<file path="config.mk">
export PLATFORM = sky130hd
export DESIGN_NAME = load_store_unit
export DESIGN_NICKNAME = d
export VERILOG_FILES = /design/src/rtl/load_store_unit.sv
export SDC_FILE = /design/constraint.sdc
export NUM_CORES = 1
export LEC_CHECK = 0
export ABC_AREA = 1
export CAP_MARGIN = 0
export CORE_MARGIN = 2
export CORE_UTILIZATION = 43
export DETAILED_ROUTE_END_ITERATION = 8
export MAX_ROUTING_LAYER = met4
export PLACE_DENSITY = 0.73
export SYNTH_ARGS = -nofsm -noshare
export SYNTH_HDL_FRONTEND = slang
export SYNTH_SLANG_ARGS = --single-unit
</file>
<file path="constraint.sdc">
create_clock -name clk -period 1.9 [get_ports clk]
set_input_delay 0.38 -clock clk [delete_from_list [all_inputs] [get_ports clk]]
set_output_delay 0.38 -clock clk [all_outputs]
set_load 0.05 [all_outputs]
</file>
<file path="src/rtl/load_store_unit.sv">
// Load/store unit between a single-request pipeline port and a word-wide, big-endian data memory.
// Sub-word stores are done as read-modify-write; misaligned or illegal requests return an error without touching memory.
module load_store_unit (
    input  logic        clk,
    input  logic        rst,
    input  logic        req_valid,
    output logic        req_ready,
    input  logic        req_write,
    input  logic [1:0]  req_size,
    input  logic        req_signed,
    input  logic [31:0] req_addr,
    input  logic [31:0] req_wdata,
    output logic        resp_valid,
    input  logic        resp_ready,
    output logic [31:0] resp_rdata,
    output logic        resp_error,
    output logic [31:0] dm_addr,
    output logic [31:0] dm_wdata,
    output logic [1:0]  dm_memwrite,
    output logic [1:0]  dm_memread,
    input  logic [31:0] dm_rdata
);
    typedef enum logic [1:0] {IDLE, READ, WRITE, RESP} state_t;

    state_t      state_q, state_d;
    logic        write_q, write_d;
    logic [1:0]  size_q, size_d;
    logic        signed_q, signed_d;
    logic [31:0] addr_q, addr_d;
    logic [31:0] wdata_q, wdata_d;
    logic        err_q, err_d;
    logic [31:0] word_q, word_d;
    logic        misaligned;

    // Byte lane k sits at bits 31-8k (big-endian), i.e. a right shift of 8*(3-k).
    function automatic logic [31:0] load_extract(input logic [31:0] word, input logic [1:0] size,
                                                 input logic sgn, input logic [1:0] k);
        logic [7:0]  b;
        logic [15:0] h;
        b = 8'(word >> {~k, 3'b000});
        h = k[1] ? word[15:0] : word[31:16];
        case (size)
            2'b00:   return {{24{sgn & b[7]}}, b};
            2'b01:   return {{16{sgn & h[15]}}, h};
            default: return word;
        endcase
    endfunction

    function automatic logic [31:0] store_merge(input logic [31:0] word, input logic [31:0] wd,
                                                input logic [1:0] size, input logic [1:0] k);
        logic [31:0] mask;
        case (size)
            2'b00: begin
                mask = 32'h0000_00FF << {~k, 3'b000};
                return (word & ~mask) | (32'(wd[7:0]) << {~k, 3'b000});
            end
            2'b01: begin
                mask = 32'h0000_FFFF << {~k[1], 4'b0000};
                return (word & ~mask) | (32'(wd[15:0]) << {~k[1], 4'b0000});
            end
            default: return wd;
        endcase
    endfunction

    always_comb begin
        misaligned = (req_size == 2'b11)
                   | ((req_size == 2'b01) & req_addr[0])
                   | ((req_size == 2'b10) & (req_addr[1:0] != 2'b00));
    end

    always_ff @(posedge clk) begin
        if (rst) begin
            state_q  <= IDLE;
            write_q  <= 1'b0;
            size_q   <= 2'b00;
            signed_q <= 1'b0;
            addr_q   <= '0;
            wdata_q  <= '0;
            err_q    <= 1'b0;
            word_q   <= '0;
        end else begin
            state_q  <= state_d;
            write_q  <= write_d;
            size_q   <= size_d;
            signed_q <= signed_d;
            addr_q   <= addr_d;
            wdata_q  <= wdata_d;
            err_q    <= err_d;
            word_q   <= word_d;
        end
    end

    always_comb begin
        state_d  = state_q;
        write_d  = write_q;
        size_d   = size_q;
        signed_d = signed_q;
        addr_d   = addr_q;
        wdata_d  = wdata_q;
        err_d    = err_q;
        word_d   = word_q;
        case (state_q)
            IDLE: begin
                if (req_valid) begin
                    write_d  = req_write;
                    size_d   = req_size;
                    signed_d = req_signed;
                    addr_d   = req_addr;
                    wdata_d  = req_wdata;
                    err_d    = misaligned;
                    word_d   = '0;
                    if (misaligned)
                        state_d = RESP;
                    else if (req_write && req_size == 2'b10)
                        state_d = WRITE;
                    else
                        state_d = READ;
                end
            end
            READ: begin
                word_d  = dm_rdata;
                state_d = write_q ? WRITE : RESP;
            end
            WRITE:   state_d = RESP;
            default: if (resp_ready) state_d = IDLE;
        endcase
    end

    always_comb begin
        req_ready   = (state_q == IDLE);
        resp_valid  = (state_q == RESP);
        resp_error  = (state_q == RESP) && err_q;
        resp_rdata  = '0;
        if (state_q == RESP && !write_q && !err_q)
            resp_rdata = load_extract(word_q, size_q, signed_q, addr_q[1:0]);
        dm_addr     = (state_q == READ || state_q == WRITE) ? {addr_q[31:2], 2'b00} : '0;
        dm_memread  = (state_q == READ) ? 2'b01 : 2'b00;
        // Gated by rst so a reset landing in WRITE cannot commit the store.
        dm_memwrite = (state_q == WRITE && !rst) ? 2'b01 : 2'b00;
        dm_wdata    = (state_q == WRITE) ? store_merge(word_q, wdata_q, size_q, addr_q[1:0]) : '0;
    end
endmodule

</file>
### After elaboration in Yosys (flattened, before gate mapping)

Index checks and enable logic that the tools add are counted.

* flip-flop bits (word level): 103
* bits of input ports: 104
* word-level logic and storage cells: 68

* eq/ne operators: 8
* shifts and indexed selects: 5
* multiplexer cells: 16
* bitwise gates (word level): 14
* reductions and logical operators: 17

Operators with widths (number)
* case mux 32 bit (2 select lines): 3
* two-way mux 32 bit: 4
* bitwise AND 32 bit: 2
* NOT 32 bit: 2
* bitwise OR 32 bit: 2
* << shifter 16 x 5 -> 32 bit: 1
* << shifter 16 x 5 -> 32 bit (first input constant): 1
* << shifter 8 x 5 -> 32 bit: 1
* << shifter 8 x 5 -> 32 bit (first input constant): 1
* >> shifter 32 x 5 -> 8 bit: 1
* two-way mux 16 bit: 1
* equality test 2 bit (second input constant): 4
* two-way mux 2 bit: 4
* equality test 2 x 1 -> 1 bit (second input constant): 3
* case mux 2 bit (3 select lines): 1
* AND reduction 2 bit: 3
* logical AND 1 bit: 5
* bitwise AND 1 bit: 4
* logical NOT 2 bit: 2
* nonzero test 2 bit: 2
* nonzero test 4 bit: 1
* logical NOT 1 bit: 3
* two-way mux 1 bit: 3
* != test 2 bit (second input constant): 1
* 4 further kinds: 5

### Depth between registers and ports, before layout

* depth in word-level cells: 7
* gate-level depth with buffers: 9

### Least setup slack after synthesis

No wires, ideal clock.

* path kind: register to output
* start: register state_q[0]
* end: output port resp_rdata[0]
* arrival time: 2.634 ns
* required time: 1.520 ns
* path slack: -1.114 ns
* stages on the path, launching flop included: 7
* path buffers: 1
* path through: dfxtp_1 ha_1 nand3_1 inv_1 clkbuf_1 o21ai_0 a211oi_1

* word-level cells in the longest chain between the ends: 4

RTL lines
* start, declared: RTL line 25 `state_t state_q, state_d;`
* start signal, assigned: RTL line 82 `state_q <= state_d;`
* equality test 2 bit
* net resp_valid: RTL line 13 `output logic resp_valid,`
* logical AND 1 bit (2 in a row): RTL line 134 `if (state_q == RESP && !write_q && !err_q)`
* two-way mux 32 bit: RTL line 134
* end, declared: RTL line 15 `output logic [31:0] resp_rdata,`

The timed path passes the listed nets, and every way through them passes these cells.

### Worst setup path after layout

* start: register size_q[1]
* end: output port resp_rdata[18]

* word-level cells in the longest chain between the ends: 3
* elaborated cells on any way between the ends: 4
* classes of those cells: eq/ne: 1; mux: 2; reduce/logical: 1

RTL lines
* start, declared: RTL line 27 `logic [1:0] size_q, size_d;`
* start signal, assigned: RTL line 84 `size_q <= size_d;`
* equality test 2 x 1 -> 1 bit / logical NOT 2 bit (equally long branches): RTL line 42 `case (size)`
* case mux 32 bit (2 select lines) *: RTL line 42
* two-way mux 32 bit *: RTL line 134

Mark *: on every way between the ends. The rest lies on a longest branch, timed or not.

==> results.toml <==
[die]
die_area_mm2 = 0.01443
dieHeight_um = 120.1
initial_core_util_pct = 43.95
coreArea_mm2 = 0.01319
chipWidth_um = 120.1
row_count = 42
ios = 207

[drt]
via_count = 7792
drt_wl_total_um = 28310
wl_per_cell_um = 21.16
drt_pass1_iterations = 5
post-route-drc-count = 0
drtIter0Drc = 756
routed_via_density = 5.824
ant_nets = 0

[clock_network]
tritoncts = "done"
cts_hold_buffers = 0
clk_path_buf_depth = 2
h-tree-depth = 3
insertion_delay_ps = 360
cts_buffers = 9
cts_root_buf = "clkbuf_16"
clk_pin_slew_ps = 70
numClockSinks = 103

[hold_path]
min_to = "wdata_q[31]$_SDFFE_PP0P_"
worstHoldPathType = "flop to flop"
hold_start = "wdata_q[31]$_SDFFE_PP0P_"
hold_path_depth = 2

[setup_path]
r2r_slack_ps = -100
r2r_end = "state_q[0]$_SDFFE_PP0P_"
worstPathArrival_ps = 1930
critPathMaxFanout = 4
rr_worst_depth = 11
worst_ep_required_time_ps = 1520
crit_path_end_kind = "output pin"
reg2reg_from = "state_q[1]$_SDFFE_PP0P_"
startpoint_type = "flop"
slowest_delay_ps = 330
path_common_cell = "buf_6"
crit_path_top_delay_cell = "dfxtp_2"
crit_chain = "buf_6, nor2_4, nand2_4, inv_4, nand2_2, nand2_2, nand2_4, buf_6, buf_6, a21oi_4, buf_12"
crit_type = "flop to output pin"

[logic_synthesis]
ys_warn_count = 0
ys_types = 27
ys_seq_area_share_pct = 35.57
synth_top_family_by_area = "compound AO/OA/AOI/OAI gates"
netlist_instances = 914
ys_ff_latch = 103
synthMuxAreaShare_pct = 0
synth-xor-area-share_pct = 0
syn_area_per_cell_um2 = 6.342
synth_edf_count = 0
synthArstFlopShare_pct = 0
ys.flop_type = "dfxtp_1"
syn_area_mm2 = 0.005797
synthAdderAreaFrac_pct = 1.079
synth-compound-area-share_pct = 28.30
synth-simple-area-share_pct = 23.96

[run_status]
violations = "setup timing"
outcome = "complete, but fails checks"

[layout]
area_growth_pct = 93.37
final_cells = 1338
insertedDiodeCount = 0
layout.cells.most_common_list = "nor2_1 (150), o21ai_0 (118), buf_12 (114)"
mostFrequentLayoutCell = "nor2_1"
final_layout_size_suffix_gt1_share_pct = 34.85
nets = 1268

[global_routing]
antenna_found_initial = 0
grt.total_usage_pct = 37.30
grt-ovfl-total = 0
grt_start_max_net_pins = 62
grt_pass1_wl_um = 40480
first_global_vias = 7487

[placement]
dp_hpwl_um = 18290
place_inst = 1290
gp_congestion = 0.9894
port_buffers = 202

[power_and_ir_drop]
power.density_mw_per_mm2 = 1262
power_mw = 14.15
peakVddDrop_mv = 1.284
power_leakage_nw = 4.473

[timing]
finClkSkew_ps = 11.96
maxSlewViolCount = 0
finalCritPeriodShare_pct = 121.6
hold_viol_final = 0
rsz0062_at_grt = "yes"
finalSetupViolCount = 97
finalWorstPathRequiredPeriod_ps = 2310
max_freq_ghz = 0.4330
setup-tns-final_ps = -24060
worst_slack_ps = -409.5

[job]
drv_cap = 0
cells by family (layout without fill, tap and decap cells):
family / after synthesis / in the layout
AOI/OAI and AO/OA: 307 / 307
adders and majority gates: 5 / 5
buffers and inverters: 147 / 392
DFF: 103 / 103
other: 1 / 4
and+or+nand+nor: 351 / 351
synth_stat cells, types with 10 or more instances:
library cell / n / area (µm²)
inv_1: 72 / 270.3
buf_2: 19 / 95.09
dfxtp_1: 103 / 2062
o21ai_0: 148 / 740.7
a31oi_1: 19 / 118.9
o211ai_1: 10 / 75.07
a211oi_1: 11 / 82.58
nor2_1: 166 / 623.1
nand3_1: 33 / 165.2
clkbuf_1: 40 / 150.1
nand2_1: 144 / 540.5
a21oi_1: 105 / 525.5
power by group:
| part | total, mW | internal, mW | switching [mW] |
|---|---|---|---|
| Clock | 1.81 | 0.919 | 0.887 |
| Combinational | 8.83 | 3.63 | 5.20 |
| Sequential | 3.51 | 2.75 | 0.758 |
registers in the layout (all words and copies together), names as in the netlist:
register / flops
word_q: 32
size_q: 2
err_q: 1
state_q: 2
wdata_q: 32
addr_q: 32
signed_q: 1
write_q: 1
timing repair:
action / in CTS / in global routing
resized for setup: 162 / 87
endpoints found under the setup margin: 95 / 97
buffers inserted: 21 / 11
pin swaps: 52 / 47
gates cloned: 6 / 2
critical path, delay by kind of cell, from the launching register on:
kind / cells / cell delay (ps)
buffers and inverters: 5 / 580
and+or+nand+nor: 5 / 490
DFF: 1 / 330
AOI/OAI and AO/OA: 1 / 170
final cells by class:
class                           instances  area [µm²]
Timing Repair Buffer                  302        4146
Multi-Input combinational cell        667        4126
Sequential cell                       103        2077
Fill cell                             735        1981
Inverter                               76       367.9
Clock buffer                           10       239.0
Tap cell                              176       220.2
Clock inverter                          4       32.53
layer usage:
metal	vias to the layer above	GRT usage (%)	share of wire, %
li1	3525	-	-
met1	3755	41.09	36
met2	415	64.31	51
met3	97	9.316	8.6
met4	0	15.22	4.4
met5	-	-	0
through the flow:
stage               hold slack (ps)  worst slack (ps)  util [%]  area (µm²)
CTS                           484.7            -356.8     82.65       10900
global route                  507.7            -482.3     84.98       11210
detailed placement            470.0            -136.7     75.08        9903
finish                        489.6            -409.5     84.98       11210
global placement              460.2            -97.02     75.08        9903
floorplan                     443.9            -281.1         -        6387
worst max-delay path by stage:
| stage | slack, ps | cells after the start | to | startpoint |
|---|---|---|---|---|
| floorplan | -280 | 5 | dm_wdata[19] | addr_q[0]$_SDFFE_PP0P_ |
| global placement | -100 | 4 | dm_wdata[28] | addr_q[1]$_SDFFE_PP0P_ |
| detailed placement | -140 | 4 | dm_wdata[28] | addr_q[1]$_SDFFE_PP0P_ |
| CTS | -360 | 10 | resp_rdata[23] | size_q[0]$_SDFFE_PP0P_ |
| global route | -480 | 10 | resp_rdata[18] | word_q[31]$_SDFFE_PP0P_ |
| finish | -410 | 11 | resp_rdata[18] | size_q[1]$_SDFFE_PP0P_ |
No activity file was read; power rests on OpenSTA's default activity.
